File: config.mk
export PLATFORM = sky130hd
export DESIGN_NAME = bitcount_engine_flat
export DESIGN_NICKNAME = d
export VERILOG_FILES = /design/src/rtl/bitcount_engine_if.sv /design/src/rtl/bitcount_engine.sv /design/src/flat_wrapper.sv
export SDC_FILE = /design/constraint.sdc
export NUM_CORES = 1
export LEC_CHECK = 0
export ABC_CLOCK_PERIOD_IN_PS = 6900
export CAP_MARGIN = 20
export CORE_MARGIN = 2
export CORE_UTILIZATION = 25
export CTS_CLUSTER_SIZE = 25
export DETAILED_ROUTE_END_ITERATION = 16
export PLACE_DENSITY = 0.53
export SYNTH_ARGS = -nofsm -noshare
export SYNTH_HDL_FRONTEND = slang
export SYNTH_SLANG_ARGS = --single-unit
export TNS_END_PERCENT = 1
File: constraint.sdc
create_clock -name clk -period 6.9 [get_ports clk]
set_input_delay 1.725 -clock clk [delete_from_list [all_inputs] [get_ports clk]]
set_output_delay 1.725 -clock clk [all_outputs]
set_load 0.05 [all_outputs]
File: src/rtl/bitcount_engine_if.sv
// Start/finish handshake bundle for bitcount_engine.
// Optional parity output is present only when BITCOUNT_ENGINE_PARITY_EN is defined.
interface bitcount_engine_if #(
    parameter int WIDTH = 32
);
    localparam int OUT_W = $clog2(WIDTH + 1);

    logic             start;
    logic [1:0]       mode;
    logic [WIDTH-1:0] in;
    logic             busy;
    logic             finish;
    logic [OUT_W-1:0] count;
    logic             ignored;
`ifdef BITCOUNT_ENGINE_PARITY_EN
    logic             parity;
`endif

    modport master (
        output start, mode, in,
        input  busy, finish, count, ignored
`ifdef BITCOUNT_ENGINE_PARITY_EN
        , input parity
`endif
    );

    modport slave (
        input  start, mode, in,
        output busy, finish, count, ignored
`ifdef BITCOUNT_ENGINE_PARITY_EN
        , output parity
`endif
    );
endinterface

File: src/rtl/bitcount_engine.sv
// Multi-mode bit counter: ones / zeros / leading zeros / trailing zeros,
// scanning CHUNK bits per cycle, LSB-first (mode 2 bit-reverses the operand).
// Optional feature macro: BITCOUNT_ENGINE_PARITY_EN adds a parity output.
module bitcount_engine #(
    parameter int WIDTH = 32,
    parameter int CHUNK = 4
) (
    input  logic                clk,
    input  logic                rst,
    bitcount_engine_if.slave    bus
);
    localparam int OUT_W = $clog2(WIDTH + 1);
    localparam int N     = WIDTH / CHUNK;
    localparam int KW    = (N > 1) ? $clog2(N) : 1;

    typedef enum logic {IDLE, RUN} state_t;

    state_t           state_reg, state_next;
    logic             start_q_reg;
    logic [WIDTH-1:0] shift_reg, shift_next;
    logic [1:0]       mode_reg, mode_next;
    logic [OUT_W-1:0] acc_reg, acc_next;
    logic [OUT_W-1:0] count_reg, count_next;
    logic [KW-1:0]    k_reg, k_next;
    logic             finish_reg, finish_next;
    logic             ignored_reg, ignored_next;
`ifdef BITCOUNT_ENGINE_PARITY_EN
    logic             par_acc_reg, par_acc_next;
    logic             parity_reg, parity_next;
`endif

    logic             start_edge;
    logic [WIDTH-1:0] in_rev;
    logic [CHUNK-1:0] chunk;
    logic [OUT_W-1:0] pop;
    logic [OUT_W-1:0] low_idx;
    logic [OUT_W-1:0] add;
    logic [OUT_W-1:0] acc_sum;
    logic             hit;
    logic             job_done;

    assign start_edge = bus.start && !start_q_reg;

    // Leading-zero count becomes a trailing-zero count on the mirrored operand.
    generate
        for (genvar gi = 0; gi < WIDTH; gi++) begin : g_rev
            assign in_rev[gi] = bus.in[WIDTH-1-gi];
        end
    endgenerate

    // Analyse the current chunk and work out this cycle's accumulator increment.
    always_comb begin
        chunk   = shift_reg[CHUNK-1:0];
        pop     = '0;
        low_idx = '0;
        for (int i = CHUNK - 1; i >= 0; i--) begin
            pop = pop + OUT_W'(chunk[i]);
            if (chunk[i]) begin
                low_idx = OUT_W'(i);
            end
        end
        hit = |chunk;
        case (mode_reg)
            2'd0:    add = pop;
            2'd1:    add = OUT_W'(CHUNK) - pop;
            default: add = hit ? low_idx : OUT_W'(CHUNK);
        endcase
        acc_sum  = acc_reg + add;
        // Zero-count modes stop at the first set bit; popcounts scan everything.
        job_done = (k_reg == KW'(N - 1)) || (mode_reg[1] && hit);
    end

    // State and datapath registers.
    always_ff @(posedge clk) begin
        if (rst) begin
            state_reg   <= IDLE;
            start_q_reg <= 1'b0;
            shift_reg   <= '0;
            mode_reg    <= '0;
            acc_reg     <= '0;
            count_reg   <= '0;
            k_reg       <= '0;
            finish_reg  <= 1'b0;
            ignored_reg <= 1'b0;
`ifdef BITCOUNT_ENGINE_PARITY_EN
            par_acc_reg <= 1'b0;
            parity_reg  <= 1'b0;
`endif
        end else begin
            state_reg   <= state_next;
            start_q_reg <= bus.start;
            shift_reg   <= shift_next;
            mode_reg    <= mode_next;
            acc_reg     <= acc_next;
            count_reg   <= count_next;
            k_reg       <= k_next;
            finish_reg  <= finish_next;
            ignored_reg <= ignored_next;
`ifdef BITCOUNT_ENGINE_PARITY_EN
            par_acc_reg <= par_acc_next;
            parity_reg  <= parity_next;
`endif
        end
    end

    // Next-state logic: accept in IDLE, one chunk per cycle in RUN.
    always_comb begin
        state_next   = state_reg;
        shift_next   = shift_reg;
        mode_next    = mode_reg;
        acc_next     = acc_reg;
        count_next   = count_reg;
        k_next       = k_reg;
        finish_next  = finish_reg;
        ignored_next = 1'b0;
`ifdef BITCOUNT_ENGINE_PARITY_EN
        par_acc_next = par_acc_reg;
        parity_next  = parity_reg;
`endif
        case (state_reg)
            IDLE: begin
                if (start_edge) begin
                    shift_next  = (bus.mode == 2'd2) ? in_rev : bus.in;
                    mode_next   = bus.mode;
                    acc_next    = '0;
                    k_next      = '0;
                    finish_next = 1'b0;
                    state_next  = RUN;
`ifdef BITCOUNT_ENGINE_PARITY_EN
                    par_acc_next = 1'b0;
`endif
                end
            end
            RUN: begin
                // The completion cycle still counts as busy for a new edge.
                ignored_next = start_edge;
                if (job_done) begin
                    count_next  = acc_sum;
                    finish_next = 1'b1;
                    state_next  = IDLE;
`ifdef BITCOUNT_ENGINE_PARITY_EN
                    parity_next = mode_reg[1] ? 1'b0 : (par_acc_reg ^ (^chunk));
`endif
                end else begin
                    acc_next   = acc_sum;
                    shift_next = shift_reg >> CHUNK;
                    k_next     = k_reg + KW'(1);
`ifdef BITCOUNT_ENGINE_PARITY_EN
                    par_acc_next = par_acc_reg ^ (^chunk);
`endif
                end
            end
            default: state_next = IDLE;
        endcase
    end

    // Outputs come straight from registered state.
    always_comb begin
        bus.busy    = (state_reg == RUN);
        bus.finish  = finish_reg;
        bus.count   = count_reg;
        bus.ignored = ignored_reg;
`ifdef BITCOUNT_ENGINE_PARITY_EN
        bus.parity  = parity_reg;
`endif
    end
endmodule

File: src/flat_wrapper.sv
// flat-port wrapper written by rule: the top's interface ports become plain ports
module bitcount_engine_flat 
#(
    parameter int WIDTH = 32,
    parameter int CHUNK = 4
)
  (clk, rst, bus_start, bus_mode, bus_in, bus_busy, bus_finish, bus_count, bus_ignored);
  bitcount_engine_if #(.WIDTH(WIDTH)) bus_i ();
  input  logic clk;
  input  logic rst;
  input wire logic [$bits(bus_i.start)-1:0] bus_start;
  input wire logic [$bits(bus_i.mode)-1:0] bus_mode;
  input wire logic [$bits(bus_i.in)-1:0] bus_in;
  output wire logic [$bits(bus_i.busy)-1:0] bus_busy;
  output wire logic [$bits(bus_i.finish)-1:0] bus_finish;
  output wire logic [$bits(bus_i.count)-1:0] bus_count;
  output wire logic [$bits(bus_i.ignored)-1:0] bus_ignored;
  assign bus_i.start = bus_start;
  assign bus_i.mode = bus_mode;
  assign bus_i.in = bus_in;
  assign bus_busy = bus_i.busy;
  assign bus_finish = bus_i.finish;
  assign bus_count = bus_i.count;
  assign bus_ignored = bus_i.ignored;
  bitcount_engine #(.WIDTH(WIDTH), .CHUNK(CHUNK)) u_core (.clk(clk), .rst(rst), .bus(bus_i));
endmodule
==> metrics.cfg <==
[worst_setup_path]
critical_path.slowest_cell=sky130_fd_sc_hd__dfxtp_1
cp_max_stage_delay_ps=370
startpoint_type=flop
worst-endpoint-required_ps=7040
critical_path.startpoint=u_core.shift_reg[3]
critical_path_arrival_ps=3680
worstPathBufferInverterCount=5
timing.critical_path.max_delay_family=adder cells
cp_max_fo=4
worst-r2r-setup-slack_ps=3360
r2r.worst_path.cells=19
worstReg2RegStart=u_core.shift_reg[3]
worst_r2r_endpoint=u_core.bus.count[4]
critPathKind=reg2reg
path_cells=inv_1 > ha_1 > inv_1 > fa_1 > inv_1 > ha_1 > inv_1 > ha_1 > inv_1 > ha_1 > mux2i_1 > nor2_1 > a21oi_1 > ha_1 > nor2b_1 > o21a_1 > or3_1 > nand3_1 > a21oi_1
worstSetupEndpointType=flop

[route]
detail_route.wl_per_cell_um=13.1
drt_first_iter_violations=146
drt-vias-per-instance=4.81
routed_wirelength_um=7350
final_antenna_net_count=0
detail_route.first_pass.iterations=4
vias=2692
drc=0

[finish]
antennaDiodeCount=0
layout.filler_cells=1240
syn_to_final_growth_pct=22.1
layout-drive-gt1-share_pct=3.84
largest_reg_flops=32
final_core_util_pct=31.3
num-nets-final=471

[yosys]
synth_most_common_cell=sky130_fd_sc_hd__nand2_1
ys_dominant_reg_cell=sky130_fd_sc_hd__dfxtp_1
yosys.area_share.simple_pct=26.2
ys_seq_area_share_pct=36.5
post_synth_inst_count=390
syn_area_per_cell_um2=7.46
synthesis.nets=445
syn_area_um2=2910
synth_enable_flop_cells=0
combinational_family_with_the_most_area_after_synthesis=simple AND/OR/NAND/NOR gates
post_synth_mux_area_share_pct=1.72
ys_types=33
netlist.top_cell.by_area=sky130_fd_sc_hd__dfxtp_1
synthXorXnorAreaFrac_pct=1.20
post_synth_main_area_contributors=sky130_fd_sc_hd__dfxtp_1 36%, sky130_fd_sc_hd__nand2_1 13%, sky130_fd_sc_hd__a21oi_1 8.4%
synth_warnings=0
synth-compound-area-share_pct=18.9
asyncSetResetFlopFracSynth_pct=0
postSynthRegisterBits=53
synth_fa_ha_area_share_pct=8.25
yosys.area.top_type_share_pct=36.5
yosys-top-cells-count=104 x sky130_fd_sc_hd__nand2_1, 53 x sky130_fd_sc_hd__dfxtp_1, 49 x sky130_fd_sc_hd__a21oi_1

[place]
gp_routability_congestion=0.743
dp_wirelength_um=5250
port_buffers=45
placement.setup.worst_slack_ps=3140

[clock_network]
clock-sinks=53
cts.htree.levels=2
clkSlewWorstSetupHoldPaths_ps=70
tritoncts_clock_tree=yes
post-cts-setup-buffers=0
clk_root_buffer_cell=sky130_fd_sc_hd__clkbuf_16
post_cts_hold_buffer_count=0
cts_inserted_buffers=5
clkLatencyLatePin_ps=290
postCtsResizedCells=0
ctsLongestPathBuffers=2

[floorplan]
dieArea_um2=12500
std_cell_rows=39
design.portCount=46
core_area_um2=11400
chipHeight_um=112
initial_utilization_pct=25.6
dieWidth_um=112

[power_and_ir_drop]
total_leakage_power_nw=1.39
p_total_uw=765
power_per_cell_area_nw_per_um2=215
irDropWorstVdd_v=0.000104

[sta]
fin_ws_ps=3360
timing.max_slew.rel_slack_pct=34.1
final_hold_viol_count=0
min_period_over_period_pct=51.3
slew_viol_final=0
layout_min_cycle_time_ps=3540
unrepaired_setup_endpoints_after_global_routing=no
fin_skew_ps=9.07
max_slew.worst_pin.slew_ps=988
finalSetupViolations=0
hold-worst-slack_ps=455
clock.fmax_mhz=282
final.setup.tns_ps=0

[global_route]
first_global_vias=2443
grt_max_degree=60
grt_first_pass_wirelength_um=11900
antenna_found_initial=0
globalRouteTotalUtil_pct=11.7
grt_overflow=0

[worst_hold_path]
hold_end=u_core.shift_reg[13]
holdPathStages=2
min-delay-path-class=reg2reg
holdCritStartpoint=u_core.shift_reg[13]

[status]
outcome=finished, final reports clean

[job]
maximum_capacitance_violations=0

[cells by family after synthesis]
family,Yosys count
AO/OA/AOI/OAI,91
XOR/XNOR,4
adder cells (fa/ha/maj),18
buffers and inverters,44
flip-flops,53
multiplexers,5
AND/OR/NAND/NOR,175
[metal layers]
layer	global-route usage (%)	part of all wire, %	vias to the layer above	wire length [um]
met5	0	0	-	0
met4	5.02	3.2	0	238
met3	2.29	4.4	15	324
met2	17.6	44	65	3200
met1	16.4	49	1236	3590
li1	-	-	1376	-
[per-stage QoR]
step	area, um^2	cells
final	3550	560
after detailed placement	3400	551
after global placement	3400	551
after floorplan	2910	390
after CTS	3540	559
after global routing	3550	560
[worst max path at each step]
| stage | to | slack, ps | depth (start not counted) |
|---|---|---|---|
| 2_1_floorplan | u_core.acc_reg[4] | 3640 | 19 |
| 3_3_place_gp | u_core.shift_reg[31] | 3150 | 6 |
| 3_5_place_dp | u_core.shift_reg[31] | 3140 | 6 |
| 4_1_cts | u_core.bus.count[5] | 3320 | 19 |
| 5_1_grt | u_core.bus.count[5] | 3050 | 19 |
| 6_report | u_core.bus.count[4] | 3360 | 19 |
[worst reg2reg max path, cell delays in order (launching register included)]
cell and delay, ps:
sky130_fd_sc_hd__dfxtp_1 370, sky130_fd_sc_hd__inv_1 70, sky130_fd_sc_hd__ha_1 270, sky130_fd_sc_hd__inv_1 40, sky130_fd_sc_hd__fa_1 350, sky130_fd_sc_hd__inv_1 80, sky130_fd_sc_hd__ha_1 220, sky130_fd_sc_hd__inv_1 70
sky130_fd_sc_hd__ha_1 140, sky130_fd_sc_hd__inv_1 40, sky130_fd_sc_hd__ha_1 260, sky130_fd_sc_hd__mux2i_1 140, sky130_fd_sc_hd__nor2_1 50, sky130_fd_sc_hd__a21oi_1 200, sky130_fd_sc_hd__ha_1 280, sky130_fd_sc_hd__nor2b_1 140
sky130_fd_sc_hd__o21a_1 170, sky130_fd_sc_hd__or3_1 330, sky130_fd_sc_hd__nand3_1 100, sky130_fd_sc_hd__a21oi_1 60
[layout by cell type, fill, tap and decap left out, drive strengths merged, types with 5 or more instances in the layout]
master / instances
o211ai: 28
clkbuf: 6
mux2i: 5
a21oi: 49
dfxtp: 53
nand3: 39
nand2: 105
ha: 16
clkdlybuf4s50: 44
inv: 15
nor2: 15
[final cells by class]
cell class	count	area, um^2	area share [%]
sequential	53	1060	29.9
tap	143	179	5.04
clock buffer	6	129	3.63
multi-input combinational	293	1640	46.2
clock inverter	2	15.0	0.423
inverter	15	56.3	1.58
timing repair buffer	48	472	13.3
[where the power goes]
part	internal (mW)	switching [mW]	total [mW]
clock network	0.135	0.113	0.248
logic	0.0725	0.100	0.173
registers	0.329	0.0156	0.344
total	0.536	0.229	0.765
Note: power is estimated with default switching activity, not from simulation.
==> variant 1, RTL diff (config.mk and constraints unchanged) <==
`shift_reg` no longer has a reset.
--- a/src/rtl/bitcount_engine.sv
+++ b/src/rtl/bitcount_engine.sv
@@ -75,7 +75,6 @@
         if (rst) begin
             state_reg   <= IDLE;
             start_q_reg <= 1'b0;
-            shift_reg   <= '0;
             mode_reg    <= '0;
             acc_reg     <= '0;
             count_reg   <= '0;
@@ -89,7 +88,6 @@
         end else begin
             state_reg   <= state_next;
             start_q_reg <= bus.start;
-            shift_reg   <= shift_next;
             mode_reg    <= mode_next;
             acc_reg     <= acc_next;
             count_reg   <= count_next;
@@ -101,6 +99,10 @@
             parity_reg  <= parity_next;
 `endif
         end
+    end
+
+    always_ff @(posedge clk) begin
+        shift_reg <= shift_next;
     end
 
     // Next-state logic: accept in IDLE, one chunk per cycle in RUN.
Behaviour: same outputs for any inputs over 10 cycles, from zero or initial values and one cycle with rst high; that may be too few to reach the edited logic, so the function may still have changed.
==> variant 1 against the unedited design <==
Wire length decreased by 14%. Hold slack improved by 0.019 ns. Synthesized area decreased by 3.2%. Via count decreased by 23%. Sequential cell count unchanged. Largest cell class is now sequential cells. Utilization increased by 1.1 points. Critical endpoint is now u_core.shift_reg[22]. Non-clock buffer count unchanged. Design area decreased by 0.32%. Setup slack improved by 0.020 ns. Sequential share of layout area increased by 9.2 points. First-iteration DRC count decreased by 51%. Total power increased by 4.2%.
==> variant 1: results (changes against the unedited design) <==
STATUS='completed'
SYNTH_CELL_TYPES=35  # +6.1%
XOR_AND_XNOR_AREA_SHARE_AFTER_SYNTHESIS_PCT=1.55  # +0.35 points
POST-PLACE-CELLS=446  # -19%
SYNTH_ADDER_AREA_SHARE_PCT=8.08  # -0.17 points
CRITPATHCAPTURE='u_core.shift_reg[22]'
PIN_COUNT_OF_THE_BIGGEST_NET_ENTERING_GLOBAL_ROUTING=64  # +6.7%
INSTANCES_NO_FILL=455  # -19%
YS_DOMINANT_REG_CELL='edfxtp_1'
SYNTH_COMMONEST_CELLS='nand2_1 (45), mux2i_1 (35), edfxtp_1 (32), o21ai_0 (32), dfxtp_1 (21)'
1ST_ITER_DRT_VIOLS=72  # -51%
SLEW_HEADROOM_PCT=28.1  # -6.1 points
M1WIRELENGTH_MM=2.94  # -18%
POSTSYNTHCELLCOUNT=275  # -29%
VIAS=2086  # -23%
REGTOREGENDPOINT='u_core.bus.count[5]'
MET3_WIRELENGTH_UM=306  # -5.6%
DP_SLACK_NS=3.00  # -0.134 ns
GR-USAGE-ALL-LAYERS_PCT=10.9  # -0.81 points
SYNTH_NETS=329  # -26%
WL_PER_CELL_UM=13.9  # +5.8%
WORST_CLOCK_SKEW_NS=0.00534  # -0.00373 ns
CRIT_PATH_MAX_INCR_DELAY_NS=0.87  # +0.50 ns
FF2FF_SETUP_SLACK_NS=3.41  # +0.05 ns
SEQ_TOTAL_AREA_YOSYS_PCT=49.0  # +13 points
GRT_FIRST_PASS_WIRELENGTH_MM=10.2  # -14%
WL_MET2_MM=3.03  # -5.2%
CRIT_PATH_TOP_DELAY_CELL='nor2b_2'
SYNTH_ENABLE_FLOP_CELLS=32  # +32
TIMING.CRITICAL_PATH.FROM='bus_mode[1]'
NETS=368  # -22%
GLOBALPLACE.CONGESTION=0.732  # -1.5%
DRIVE_ABOVE_1_SHARE_PCT=5.71  # +1.9 points
TOTAL_LEAKAGE_POWER_nW=1.39  # about the same
PEAKVDDDROP_mV=0.103  # -1.4%
TIMING.FMAX_MHz=284  # +0.56%
-- variant 1: worst min-delay path by stage --
stage | slack (ns) | startpoint | to | cells after the start
2_1_floorplan | 0.45 | u_core.k_reg[1] | u_core.k_reg[1] | 2
3_3_place_gp | 0.46 | u_core.k_reg[1] | u_core.k_reg[1] | 2
3_5_place_dp | 0.47 | u_core.k_reg[1] | u_core.k_reg[1] | 2
4_1_cts | 0.48 | u_core.k_reg[1] | u_core.k_reg[1] | 2
5_1_grt | 0.51 | u_core.acc_reg[3] | u_core.acc_reg[3] | 2
6_report | 0.47 | u_core.acc_reg[3] | u_core.acc_reg[3] | 2
-- variant 1: metal layers --
| layer | vias to the layer above | track usage (%) |
|---|---|---|
| met5 | - | 0 |
| met4 | 0 | 2.68 |
| met3 | 5 | 2.29 |
| met2 | 57 | 19.0 |
| met1 | 979 | 13.8 |
| li1 | 1045 | - |
-- variant 1: critical path, delay by kind of cell --
kind	cells	cell delay [ns]
multiplexers	1	0.30
AND/OR/NAND/NOR	1	0.87
buffers and inverters	1	0.50
AO/OA/AOI/OAI	1	0.11
-- variant 1: final cells by class --
class                      count  area (µm²)
sequential                    53        1380
fill                        1132        7390
inverter                      15        56.3
multi-input combinational    191        1310
clock buffer                   7         133
tap                          140         175
clock inverter                 1        7.51
timing repair buffer          48         480
-- variant 1: where the power goes --
| group | internal [W] | switching, W | total (W) |
|---|---|---|---|
| Clock | 0.000135 | 0.000111 | 0.000246 |
| Sequential | 0.000376 | 0.0000125 | 0.000388 |
| Combinational | 0.0000697 | 0.0000934 | 0.000163 |
-- variant 1: kinds of logic after synthesis --
family                     after synthesis
muxes                                   36
adders and majority gates               17
AOI/OAI and AO/OA                       56
and+or+nand+nor                         77
xor gates and xnor gates                 5
DFF                                     53
buffers and inverters                   31
==> variant 2, RTL diff (same settings) <==
Without the edit above. `CHUNK` is set to 4 in 2 places; all go to 8.
--- a/src/rtl/bitcount_engine.sv
+++ b/src/rtl/bitcount_engine.sv
@@ -3,7 +3,7 @@
 // Optional feature macro: BITCOUNT_ENGINE_PARITY_EN adds a parity output.
 module bitcount_engine #(
     parameter int WIDTH = 32,
-    parameter int CHUNK = 4
+    parameter int CHUNK = 8
 ) (
     input  logic                clk,
     input  logic                rst,
--- a/src/flat_wrapper.sv
+++ b/src/flat_wrapper.sv
@@ -2,7 +2,7 @@
 module bitcount_engine_flat 
 #(
     parameter int WIDTH = 32,
-    parameter int CHUNK = 4
+    parameter int CHUNK = 8
 )
   (clk, rst, bus_start, bus_mode, bus_in, bus_busy, bus_finish, bus_count, bus_ignored);
   bitcount_engine_if #(.WIDTH(WIDTH)) bus_i ();
Function: changed (Yosys sat finds a counterexample within 4 cycles, from zero or initial values and one cycle with rst high).
==> variant 2 against the unedited design <==
Wire length shrank 2.1%. Count of clock-buffer cells in the layout stayed put. Total power increased by 7.2%. Sequential cell count down 1. Final cell count rose by 2.5%. Design area is 6.0% higher. Clock skew decreased by 0.0023 ns. First-iteration DRC count decreased by 11%. Synthesized area increased by 5.8%. Global-route usage is essentially flat. Setup slack got worse by 1.2 ns.
==> variant 2: results (changes against the unedited design) <==
SH_SEQ_AREA_PCT=27.6  # -2.2 points
CLOCK_AREA_SHARE_PCT=4.09  # +0.037 points
WORST_CLOCK_SKEW_NS=0.00678  # -0.00230 ns
HOLDWS_NS=0.451  # -0.00469 ns
DIE_WIDTH_UM=115  # +2.8%
GRT_FIRST_PASS_WIRELENGTH_MM=12.5  # +4.9%
PER_INSTANCE_AVERAGE_AREA_AFTER_SYNTHESIS_UM2=7.78  # +4.2%
NONCLK_INV_COUNT=17  # +2
DRT_WL_TOTAL_MM=7.19  # -2.1%
FINALINSTANCEAREA_UM2=3770  # +6.0%
CLOCK_POWER_SHARE_PCT=31.4  # -1.0 points
INSTANCES_NO_FILL=574  # +2.5%
TOTAL_LEAKAGE_POWER_nW=1.44  # +3.8%
CRITPATHCAPTURE='u_core.acc_reg[4]'
POWERSEQ_W=0.000338  # -2%
MET1_DEMAND_TO_CAPACITY_SHARE_IN_GLOBAL_ROUTING_PCT=14.7  # -1.8 points
GR-USAGE-ALL-LAYERS_PCT=11.7  # -0.019 points
NETS=482  # +2.3%
FILLCELLCOUNT=1315  # +6.0%
TIMING.CRITICAL_PATH.FROM='u_core.shift_reg[6]'
FINAL_PERIOD_UTILIZATION_PCT=68.3  # +17 points
STATUS='completed'
MULTI_INPUT_LOGIC_PORTION_OF_THE_CELL_AREA_PCT=48.9  # +2.7 points
WORST_EP_ARRIVAL_TIME_NS=4.87  # +1.19 ns
SYNTH_AREA_LEADERS='dfxtp_1 (34%), nand2_1 (12%), mux2i_1 (9.7%), a21oi_1 (8.1%), ha_1 (5.7%)'
POSTSYNTHREGISTERBITS=52  # -1.9%
1ST_ITER_DRT_VIOLS=130  # -11%
PEAKVDDDROP_mV=0.132  # +27%
GLOBAL_ROUTE_MET3_USAGE_PCT=2.06  # -0.23 points
SYNTH_CELL_TYPES=40  # +21%
DETAILED_PLACE.AREA_UM2=3610  # +6.3%
SLEW_HEADROOM_PCT=30.5  # -3.7 points
SEQ_TOTAL_AREA_YOSYS_PCT=33.8  # -2.7 points
PLACE_HPWL_MM=5.09  # -3.0%
==> variant 2: logic make-up (layout without fill, tap and decap cells) <==
| kind of cell | after synthesis | count (layout) | share of synthesized area, % |
|---|---|---|---|
| multiplexers | 30 | 30 | 9.75 |
| AO/OA/AOI/OAI | 104 | 104 | 19.9 |
| buffers and inverters | 43 | 74 | 6.46 |
| XOR/XNOR | 6 | 6 | 1.71 |
| AND/OR/NAND/NOR | 142 | 142 | 19.5 |
| flip-flops | 52 | 52 | 33.8 |
| adder cells (fa/ha/maj) | 19 | 19 | 8.94 |
==> variant 2: worst max-delay path, stage by stage (launching register included) <==
cell      delay (ns)
dfxtp_1         0.36
inv_1           0.08
ha_1            0.30
inv_1           0.07
fa_1            0.43
fa_1            0.50
inv_1           0.05
fa_1            0.40
fa_1            0.54
inv_1           0.05
ha_1            0.19
nand2b_1        0.15
xnor2_1         0.12
o21ai_0         0.16
ha_1            0.30
nor2b_1         0.15
o21a_1          0.17
or3_1           0.32
a32oi_1         0.20
nor2_1          0.05
==> variant 2: routing by layer <==
layer  share of wire (%)  wire length, µm
met1                  49             3500
met4                 2.8              201
met5                   0                0
met2                  45             3220
met3                 3.8              272
==> variant 2: worst min path at each step <==
stage                               startpoint                    to  cells past startpoint
after global routing      u_core.shift_reg[10]  u_core.shift_reg[10]                      2
final                     u_core.shift_reg[13]  u_core.shift_reg[13]                      2
after CTS                 u_core.shift_reg[19]  u_core.shift_reg[19]                      2
after detailed placement  u_core.shift_reg[19]  u_core.shift_reg[19]                      2
after floorplan           u_core.shift_reg[10]  u_core.shift_reg[10]                      2
after global placement    u_core.shift_reg[13]  u_core.shift_reg[13]                      2
